===== config.mk =====
export PLATFORM = sky130hd
export DESIGN_NAME = pong_vga_engine
export DESIGN_NICKNAME = d
export VERILOG_FILES = /design/src/rtl/pong_vga_engine.sv
export SDC_FILE = /design/constraint.sdc
export NUM_CORES = 1
export LEC_CHECK = 0
export ABC_AREA = 1
export CAP_MARGIN = 30
export CORE_UTILIZATION = 58
export DETAILED_ROUTE_END_ITERATION = 6
export GPL_TIMING_DRIVEN = 0
export PLACE_DENSITY_LB_ADDON = 0.2
export SETUP_SLACK_MARGIN = 0.2
export SYNTH_ARGS = -nofsm -noshare
export SYNTH_HDL_FRONTEND = slang
export SYNTH_SLANG_ARGS = --single-unit

===== constraint.sdc =====
create_clock -name clk_100MHz -period 2.5 [get_ports clk_100MHz]
set_input_delay 0.625 -clock clk_100MHz [delete_from_list [all_inputs] [get_ports clk_100MHz]]
set_output_delay 0.625 -clock clk_100MHz [all_outputs]
set_load 0.01 [all_outputs]

===== src/rtl/pong_vga_engine.sv =====
// VGA video engine for Pong.
// Divides the system clock down to the pixel rate and runs the raster counters.
// It renders the ball, the two paddles and the dashed centre net from positions
// captured once per frame, so they cannot tear mid-frame. All outputs are
// registered.
module pong_vga_engine #(
   parameter int CLK_DIV       = 4,
   parameter int H_ACTIVE      = 640,
   parameter int H_FP          = 16,
   parameter int H_SYNC        = 96,
   parameter int H_BP          = 48,
   parameter int V_ACTIVE      = 480,
   parameter int V_FP          = 10,
   parameter int V_SYNC        = 2,
   parameter int V_BP          = 33,
   parameter bit HS_POL        = 1'b0,
   parameter bit VS_POL        = 1'b0,
   parameter int COLOR_W       = 4,
   parameter int PADDLE_W      = 10,
   parameter int PADDLE_H      = 60,
   parameter int PADDLE_MARGIN = 20,
   parameter int BALL_SIZE     = 8,
   parameter logic [3*COLOR_W-1:0] BALL_RGB   = 12'hF00,
   parameter logic [3*COLOR_W-1:0] PADDLE_RGB = 12'hFFF,
   parameter logic [3*COLOR_W-1:0] NET_RGB    = 12'h888
) (
   input  logic               clk_100MHz,
   input  logic               reset,
   input  logic [9:0]         paddle0_pos,
   input  logic [9:0]         paddle1_pos,
   input  logic [9:0]         ball_pos_x,
   input  logic [9:0]         ball_pos_y,
   output logic               hsync_VGA,
   output logic               vsync_VGA,
   output logic [COLOR_W-1:0] red_VGA,
   output logic [COLOR_W-1:0] green_VGA,
   output logic [COLOR_W-1:0] blue_VGA,
   output logic               de,
   output logic               frame_tick
);

   localparam int H_TOTAL = H_ACTIVE + H_FP + H_SYNC + H_BP;
   localparam int V_TOTAL = V_ACTIVE + V_FP + V_SYNC + V_BP;
   localparam int DIV_W   = (CLK_DIV > 1) ? $clog2(CLK_DIV) : 1;

   localparam logic [DIV_W-1:0] DIV_LAST = DIV_W'(CLK_DIV - 1);
   localparam logic [9:0]  H_LAST  = 10'(H_TOTAL - 1);
   localparam logic [9:0]  V_LAST  = 10'(V_TOTAL - 1);
   localparam logic [9:0]  V_LOAD  = 10'(V_ACTIVE);
   localparam logic [9:0]  P_MAX   = 10'(V_ACTIVE - PADDLE_H);
   localparam logic [9:0]  BX_MAX  = 10'(H_ACTIVE - BALL_SIZE);
   localparam logic [9:0]  BY_MAX  = 10'(V_ACTIVE - BALL_SIZE);
   localparam logic [10:0] H_ACT   = 11'(H_ACTIVE);
   localparam logic [10:0] V_ACT   = 11'(V_ACTIVE);
   localparam logic [10:0] HS_BEG  = 11'(H_ACTIVE + H_FP);
   localparam logic [10:0] HS_END  = 11'(H_ACTIVE + H_FP + H_SYNC);
   localparam logic [10:0] VS_BEG  = 11'(V_ACTIVE + V_FP);
   localparam logic [10:0] VS_END  = 11'(V_ACTIVE + V_FP + V_SYNC);
   localparam logic [10:0] LP_BEG  = 11'(PADDLE_MARGIN);
   localparam logic [10:0] RP_BEG  = 11'(H_ACTIVE - PADDLE_MARGIN - PADDLE_W);
   localparam logic [10:0] PAD_W   = 11'(PADDLE_W);
   localparam logic [10:0] PAD_H   = 11'(PADDLE_H);
   localparam logic [10:0] BALL_SZ = 11'(BALL_SIZE);
   localparam logic [10:0] NET_L   = 11'(H_ACTIVE / 2 - 1);
   localparam logic [10:0] NET_R   = 11'(H_ACTIVE / 2);

   // Clamp a position so the object stays fully on screen.
   function automatic logic [9:0] sat_pos(input logic [9:0] pos, input logic [9:0] lim);
      return (pos > lim) ? lim : pos;
   endfunction

   // True when v lies in [beg, beg+len-1]; 11-bit so beg+len cannot wrap.
   function automatic logic in_span(input logic [10:0] v, input logic [10:0] beg,
                                    input logic [10:0] len);
      return (v >= beg) && (v < beg + len);
   endfunction

   logic [DIV_W-1:0]     div_cnt;
   logic                 pix_en;
   logic [9:0]           sx, sy;
   logic [9:0]           p0, p1, bx, by;
   logic [10:0]          x, y;
   logic                 load;
   logic                 active_p0, hs_act_p0, vs_act_p0;
   logic                 ball_hit, lp_hit, rp_hit, net_hit;
   logic [3*COLOR_W-1:0] rgb_p0;

   assign pix_en = (div_cnt == DIV_LAST);
   assign x      = {1'b0, sx};
   assign y      = {1'b0, sy};
   assign load   = pix_en && (sx == 10'd0) && (sy == V_LOAD);

   // Pixel-rate divider; reset restarts its phase.
   always_ff @(posedge clk_100MHz) begin
      if (reset)       div_cnt <= '0;
      else if (pix_en) div_cnt <= '0;
      else             div_cnt <= div_cnt + DIV_W'(1);
   end

   // Raster counters advance once per pixel.
   always_ff @(posedge clk_100MHz) begin
      if (reset) begin
         sx <= '0;
         sy <= '0;
      end else if (pix_en) begin
         if (sx == H_LAST) begin
            sx <= '0;
            sy <= (sy == V_LAST) ? 10'd0 : sy + 10'd1;
         end else begin
            sx <= sx + 10'd1;
         end
      end
   end

   // Shadow positions load at the start of vertical blanking; frame_tick marks it.
   always_ff @(posedge clk_100MHz) begin
      if (reset) begin
         p0         <= '0;
         p1         <= '0;
         bx         <= '0;
         by         <= '0;
         frame_tick <= 1'b0;
      end else begin
         frame_tick <= load;
         if (load) begin
            p0 <= sat_pos(paddle0_pos, P_MAX);
            p1 <= sat_pos(paddle1_pos, P_MAX);
            bx <= sat_pos(ball_pos_x, BX_MAX);
            by <= sat_pos(ball_pos_y, BY_MAX);
         end
      end
   end

   // Stage p0: timing decode and object hit tests on the current raster position.
   always_comb begin
      active_p0 = (x < H_ACT) && (y < V_ACT);
      hs_act_p0 = (x >= HS_BEG) && (x < HS_END);
      vs_act_p0 = (y >= VS_BEG) && (y < VS_END);
      ball_hit  = in_span(x, {1'b0, bx}, BALL_SZ) && in_span(y, {1'b0, by}, BALL_SZ);
      lp_hit    = in_span(x, LP_BEG, PAD_W) && in_span(y, {1'b0, p0}, PAD_H);
      rp_hit    = in_span(x, RP_BEG, PAD_W) && in_span(y, {1'b0, p1}, PAD_H);
      net_hit   = ((x == NET_L) || (x == NET_R)) && !sy[4];
   end

   // Colour priority: ball over paddles over net; blank outside the active area.
   always_comb begin
      rgb_p0 = '0;
      if (active_p0) begin
         if (ball_hit)                rgb_p0 = BALL_RGB;
         else if (lp_hit || rp_hit)   rgb_p0 = PADDLE_RGB;
         else if (net_hit)            rgb_p0 = NET_RGB;
      end
   end

   // Stage p1: output register, updated once per pixel and held in between.
   always_ff @(posedge clk_100MHz) begin
      if (reset) begin
         hsync_VGA <= ~HS_POL;
         vsync_VGA <= ~VS_POL;
         de        <= 1'b0;
         red_VGA   <= '0;
         green_VGA <= '0;
         blue_VGA  <= '0;
      end else if (pix_en) begin
         hsync_VGA <= hs_act_p0 ? HS_POL : ~HS_POL;
         vsync_VGA <= vs_act_p0 ? VS_POL : ~VS_POL;
         de        <= active_p0;
         {red_VGA, green_VGA, blue_VGA} <= rgb_p0;
      end
   end

endmodule


# [Word level (Yosys, flattened, before mapping)]
# Index checks and enable logic that the tools add are counted.
[totals] ff_bits=78 out_inout_bits=16 word_cells=82
[classes] add_sub_neg=7 magnitude_cmp=22 n_eq_ne=6 n_mux=12 reduce_logical=21
[op_table] operator="2-to-1 mux 10 bit" n=6
[op_table] operator="2-to-1 mux 12 bit" n=4
[op_table] operator="less-than comparator 10 x 11 -> 1 bit" n=4
[op_table] operator=">= comparator 10 bit" n=4
[op_table] operator="equality test 10 x 9 -> 1 bit, second input constant" n=3
[op_table] operator="> comparator 10 x 9 -> 1 bit, second input constant" n=3
[op_table] operator="less-than comparator 10 bit, second input constant" n=3
[op_table] operator="adder 10 x 4 -> 11 bit, second input constant" n=2
[op_table] operator="adder 10 x 6 -> 11 bit, second input constant" n=2
[op_table] operator="adder 10 x 1 -> 10 bit, second input constant" n=2
[op_table] operator="equality test 10 bit, second input constant" n=2
[op_table] operator=">= comparator 10 bit, second input constant" n=2
[op_table] operator="less-than comparator 10 x 9 -> 1 bit, second input constant" n=2
[op_table] operator="logical AND 1 bit" n=15
[op_table] operator=">= comparator 10 x 5 -> 1 bit, second input constant" n=1
[op_table] operator=">= comparator 10 x 9 -> 1 bit, second input constant" n=1
[op_table] operator="> comparator 10 bit, second input constant" n=1
[op_table] operator="zero test 10 bit" n=1
[op_table] operator="less-than comparator 10 x 5 -> 1 bit, second input constant" n=1
[op_table] operator="adder 2 x 1 -> 2 bit, second input constant" n=1
[op_table] operator="equality test 2 bit, second input constant" n=1
[op_table] operator="logical OR 1 bit" n=2
[op_table] operator="2-to-1 mux 1 bit" n=2
[op_table] operator="AND reduction 2 bit" n=1
[op_table] operator="2 further kinds" n=2

# [Depth between registers and ports, before layout]
[depth] depth_word=8 depth_mapped=16 depth_no_buf=16

# [Worst setup path after synthesis]
# OpenSTA, ideal clock, no wires.
[synth_timing] kind="reg2reg" from="register p1[2]" to="register red_VGA[3]" setup_time_ps=112 t_arrival_ps=1826 slack_ps=562 stages_incl_launch_ff=17 path_buffers=0 cell_sequence="dfxtp_1 -> inv_1 -> ha_1 -> nand3_1 -> xor2_1 -> ha_1 -> nand2_1 -> a21oi_1 -> nor2_1 -> nand2_1 -> nand2_1 -> nand2_1 -> nand2_1 -> nand2_1 -> nand4_1 -> nand2_1 -> nand2_1"
[synth_between] elab_chain_cells=8
[synth_rtl] item="start: declaration" line="81" source="logic [9:0] p0, p1, bx, by;"
[synth_rtl] item="start signal: assignment" line="127" source="p1 <= sat_pos(paddle1_pos, P_MAX);"
[synth_rtl] item="adder 10 x 6 -> 11 bit" line="75" source="return (v >= beg) && (v < beg + len);"
[synth_rtl] item="less-than comparator 10 x 11 -> 1 bit" line="75"
[synth_rtl] item="logical AND 1 bit (*)" line="75"
[synth_rtl] item="logical AND 1 bit (*)" line="141" source="rp_hit = in_span(x, RP_BEG, PAD_W) && in_span(y, {1'b0, p1}, PAD_H);"
[synth_rtl] item="logical OR 1 bit (*)" line="150" source="else if (lp_hit || rp_hit) rgb_p0 = PADDLE_RGB;"
[synth_rtl] item="2-to-1 mux 12 bit (*)" line="150"
[synth_rtl] item="2-to-1 mux 12 bit (*)" line="149" source="if (ball_hit) rgb_p0 = BALL_RGB;"
[synth_rtl] item="2-to-1 mux 12 bit (*)" line="148" source="if (active_p0) begin"
[synth_rtl] item="end signal: assignment" line="168" source="{red_VGA, green_VGA, blue_VGA} <= rgb_p0;"
[synth_rtl] item="end: declaration" line="35" source="output logic [COLOR_W-1:0] red_VGA,"
# Mark *: on every way between the ends. The rest lies on a longest branch, timed or not.
# A chain may end at the register's enable or synchronous reset.

# [Worst setup path in the final report]
[layout_timing] from="register sy[3]" to="register by[8]"
[layout_between] elab_chain_cells=2
[layout_rtl] item="start: declaration" line="80" source="logic [9:0] sx, sy;"
[layout_rtl] item="start signal: assignment" line="108" source="sy <= (sy == V_LAST) ? 10'd0 : sy + 10'd1;"
[layout_rtl] item="equality test 10 x 9 -> 1 bit" line="91" source="assign load = pix_en && (sx == 10'd0) && (sy == V_LOAD);"
[layout_rtl] item="logical AND 1 bit" line="91"
[layout_rtl] item="end signal: assignment" line="129" source="by <= sat_pos(ball_pos_y, BY_MAX);"
[layout_rtl] item="end: declaration" line="81"
# No other way between the ends.

==> flow_metrics.env <==
export IMPL_seq_power_share_pct=48.2
export IMPL_levels_on_crit_path=8
export IMPL_ant_nets=0
export IMPL_drv_max_cap_violation_count=0
export IMPL_tightest_slew_ns=0.691
export IMPL_number_of_design_rule_violations_left_by_the_first_detailed_router_iteration=272
export IMPL_p_clk_share_pct=44.5
export IMPL_final_layout_size_suffix_gt1_share_pct=8.06
export IMPL_antenna_found_initial=0
export IMPL_synth_most_common_cell="nand2_1"
export IMPL_crit_buf_inv=3
export IMPL_ctsHtreeMaxLevel=3
export IMPL_synth_seq_cells=70
export IMPL_ys_types=37
export IMPL_final_hold_violation_count=0
export IMPL_path_cells="inv_1 > nand4_1 > nor2_1 > and3_1 > inv_2 > buf_2 > nor3_1 > a211oi_1"
export IMPL_insertedDiodeCount=0
export IMPL_power_leakage_nw=2.94
export IMPL_failing_checks="DRC"
export IMPL_finalWirelength_mm=13.6
export IMPL_grt_pass1_vias=4964
export IMPL_final_min_period_over_clock_period_pct=88.6
export IMPL_viasPerCell=5.64
export IMPL_post_route_util_pct=72.0
export IMPL_power_internal_mw=1.78
export IMPL_ys_dominant_reg_cell="dfxtp_1"
export IMPL_setup_total_negative_slack_ns=0
export IMPL_die_outline_area_um2=9540
export IMPL_synth_edf_count=0
export IMPL_worst_setup_path_start_kind="flip-flop"
export IMPL_setup_viol=0
export IMPL_root_buffer="clkbuf_8"
export IMPL_drt_drc_violations_left=8
export IMPL_finalCriticalPeriod_ns=2.22
export IMPL_die_span_y_um=97.7
export IMPL_cts_sinks=70
export IMPL_yosysTopAreaCell="dfxtp_1"
export IMPL_timing_critical_path_arrival_ns=2.47
export IMPL_synth_cell_area_um2=5310
export IMPL_area_overhead_of_the_layout_relative_to_synthesis_pct=19.5
export IMPL_synth_top_cells_by_count="nand2_1 (154), inv_1 (100), ha_1 (79)"
export IMPL_grt_first_pass_wirelength_mm=22.4
export IMPL_vdd_ir_max_mv=0.323
export IMPL_yosysWarningCount=0
export IMPL_reg2regPathDepth=8
export IMPL_multi_input_comb_area_um2=3490
export IMPL_setup_repair_after_global_routing_missed_its_margin="yes"
export IMPL_highest_net_fanout_along_the_worst_path=10
export IMPL_timing_critical_path_to_type="flip-flop"
export IMPL_netlist_top_cells_area="dfxtp_1 (26%), ha_1 (19%), nand2_1 (11%)"
export IMPL_cts_buffers_inserted=9
export IMPL_fillers=704
export IMPL_effective_utilization_at_floorplan_pct=60.3
export IMPL_run_status="finished, violations left"
export IMPL_floorplan_rows=34
export IMPL_report_power_total_mw=2.33
export IMPL_synth_largest_type_area_fraction_pct=26.4
export IMPL_fin_nets=947
export IMPL_final_max_slew_viol_count=0
export IMPL_die_w_um=97.7
export IMPL_grtUsageTotal_pct=29.3
export IMPL_globalplace_congestion=0.902
export IMPL_drt_pass1_iterations=7
export IMPL_ioPinCount=58
export IMPL_maximum_number_of_pins_on_one_net_before_global_route_repair=14
export IMPL_crit_type="flip-flop to flip-flop"
export IMPL_post_synth_cell_area_avg_um2=7.01
export IMPL_tritoncts="built"
export IMPL_worst_hold_path_num_cells=1
export IMPL_routedWlPerCell_um=14.5
export IMPL_combinationalPowerShare_pct=7.2
export IMPL_clock_tree_buffer_depth=2
export IMPL_total_number_of_vias=5293
export IMPL_mappedNetlistNets=878
export IMPL_ys_async_sr_fraction_pct=0
export IMPL_reg_clk_slew_reported_paths_ns=0.08
export IMPL_fmax_ghz=0.451
export IMPL_finClkSkew_ns=0.0111
export IMPL_place_hpwl_mm=10.3
export IMPL_syn_instance_count=757
export IMPL_netSwitchingPower_uw=555
export IMPL_slowest_delay_ns=0.71
export IMPL_worst_case_headroom_to_the_max_slew_limit_pct=53.7
export IMPL_core_um2=8810
export IMPL_hold_path_class="flip-flop to flip-flop"
export IMPL_cts_hold_buffers=0
export IMPL_ys_seq_area_share_pct=26.4
export IMPL_worst_skew_pair_late_latency_ns=0.35
export IMPL_crit_slowest_cell="dfxtp_1"
export IMPL_swShare_pct=23.8
export IMPL_cp_top_family="flip-flops"
export IMPL_power_per_cell_area_nw_per_um2=368
export IMPL_portBuffers=56
export IMPL_crit_required_ns=2.76
export IMPL_regArea_um2=1420
export IMPL_overflow=0
==> final cells by class <==
type                    instances  share of cell area, %
well taps                     108                   2.13
multi-input cells             565                   55.0
plain buffers                  21                   1.95
flip-flops and latches         70                   22.3
inverters                     101                   5.98
clock buffers                  10                   2.01
clock inverters                 6                   1.48
repair buffers                 58                   9.08
==> placed cells by master (no fill, tap or decap), drive strengths merged, types with 3 or more instances in the layout <==
cell and count:
xnor2 7, dfxtp 70, o31ai 3, nand3b 5, xor2 22, clkdlybuf4s50 56
clkbuf 17, nor3 28, nor3b 4, nand2 157, a21oi 60, nand3 33
o21bai 3, ha 79, a211oi 7, nor2 81, a21o 9, o21ai 38
buf 16, nand4 10, a31oi 6, inv 102
==> power groups by stage <==
stage	logic, mW	clock network (mW)	registers, mW
after global routing	0.185	1.10	1.13
final	0.169	1.04	1.12
after detailed placement	0.167	0	1.15
after floorplan	0.0621	0	1.16
after CTS	0.168	1.04	1.13
after global placement	0.164	0	1.15
==> layer usage <==
metal  vias up  part of all wire, %  track usage, %
li1       2648                    -               -
met1      2463                   46            37.7
met2       159                   47            50.3
met3        23                  5.3            4.10
met4         0                  2.0            9.79
met5         -                    0               0
==> cells by family after synthesis <==
logic type,synth area share (%)
and+or+nand+nor,26.8
AOI/OAI and AO/OA,14.0
xor gates and xnor gates,4.79
buffers and inverters,9.45
adders and majority gates,18.6
DFF,26.4
==> metrics by stage <==
step	instance area (um^2)	cells	worst slack (ns)	hold WS [ns]
floorplan	5310	757	0.562	0.399
CTS	6230	937	0.199	0.434
global route	6340	939	0.170	0.446
global placement	6000	921	0.150	0.408
finish	6340	939	0.285	0.430
detailed placement	6000	921	0.0495	0.423
==> timing repair <==
| action | 4_1_cts | 5_1_grt |
|---|---|---|
| pin swaps | 0 | 11 |
| setup buffers | 0 | 2 |
| resized for setup | 2 | 32 |
| setup endpoints to repair | 14 | 12 |
==> sequential cells by signal, summed over array words and instances, names as in the netlist <==
| name | count |
|---|---|
| by | 10 |
| bx | 10 |
| div_cnt | 2 |
| de | 1 |
| sy | 10 |
| green_VGA | 2 |
| p1 | 10 |
| red_VGA | 2 |
| sx | 10 |
| p0 | 10 |
| hsync_VGA | 1 |
| frame_tick | 1 |
| vsync_VGA | 1 |
==> worst paths after layout <==
path	slack (ns)	from	end
max	0.28	sy[3]	by[8]
min	0.43	div_cnt[0]	div_cnt[0]
min reg2reg	0.43	div_cnt[0]	div_cnt[0]
max reg2reg	0.28	sy[3]	by[8]
(Power assumes the default switching activity.)
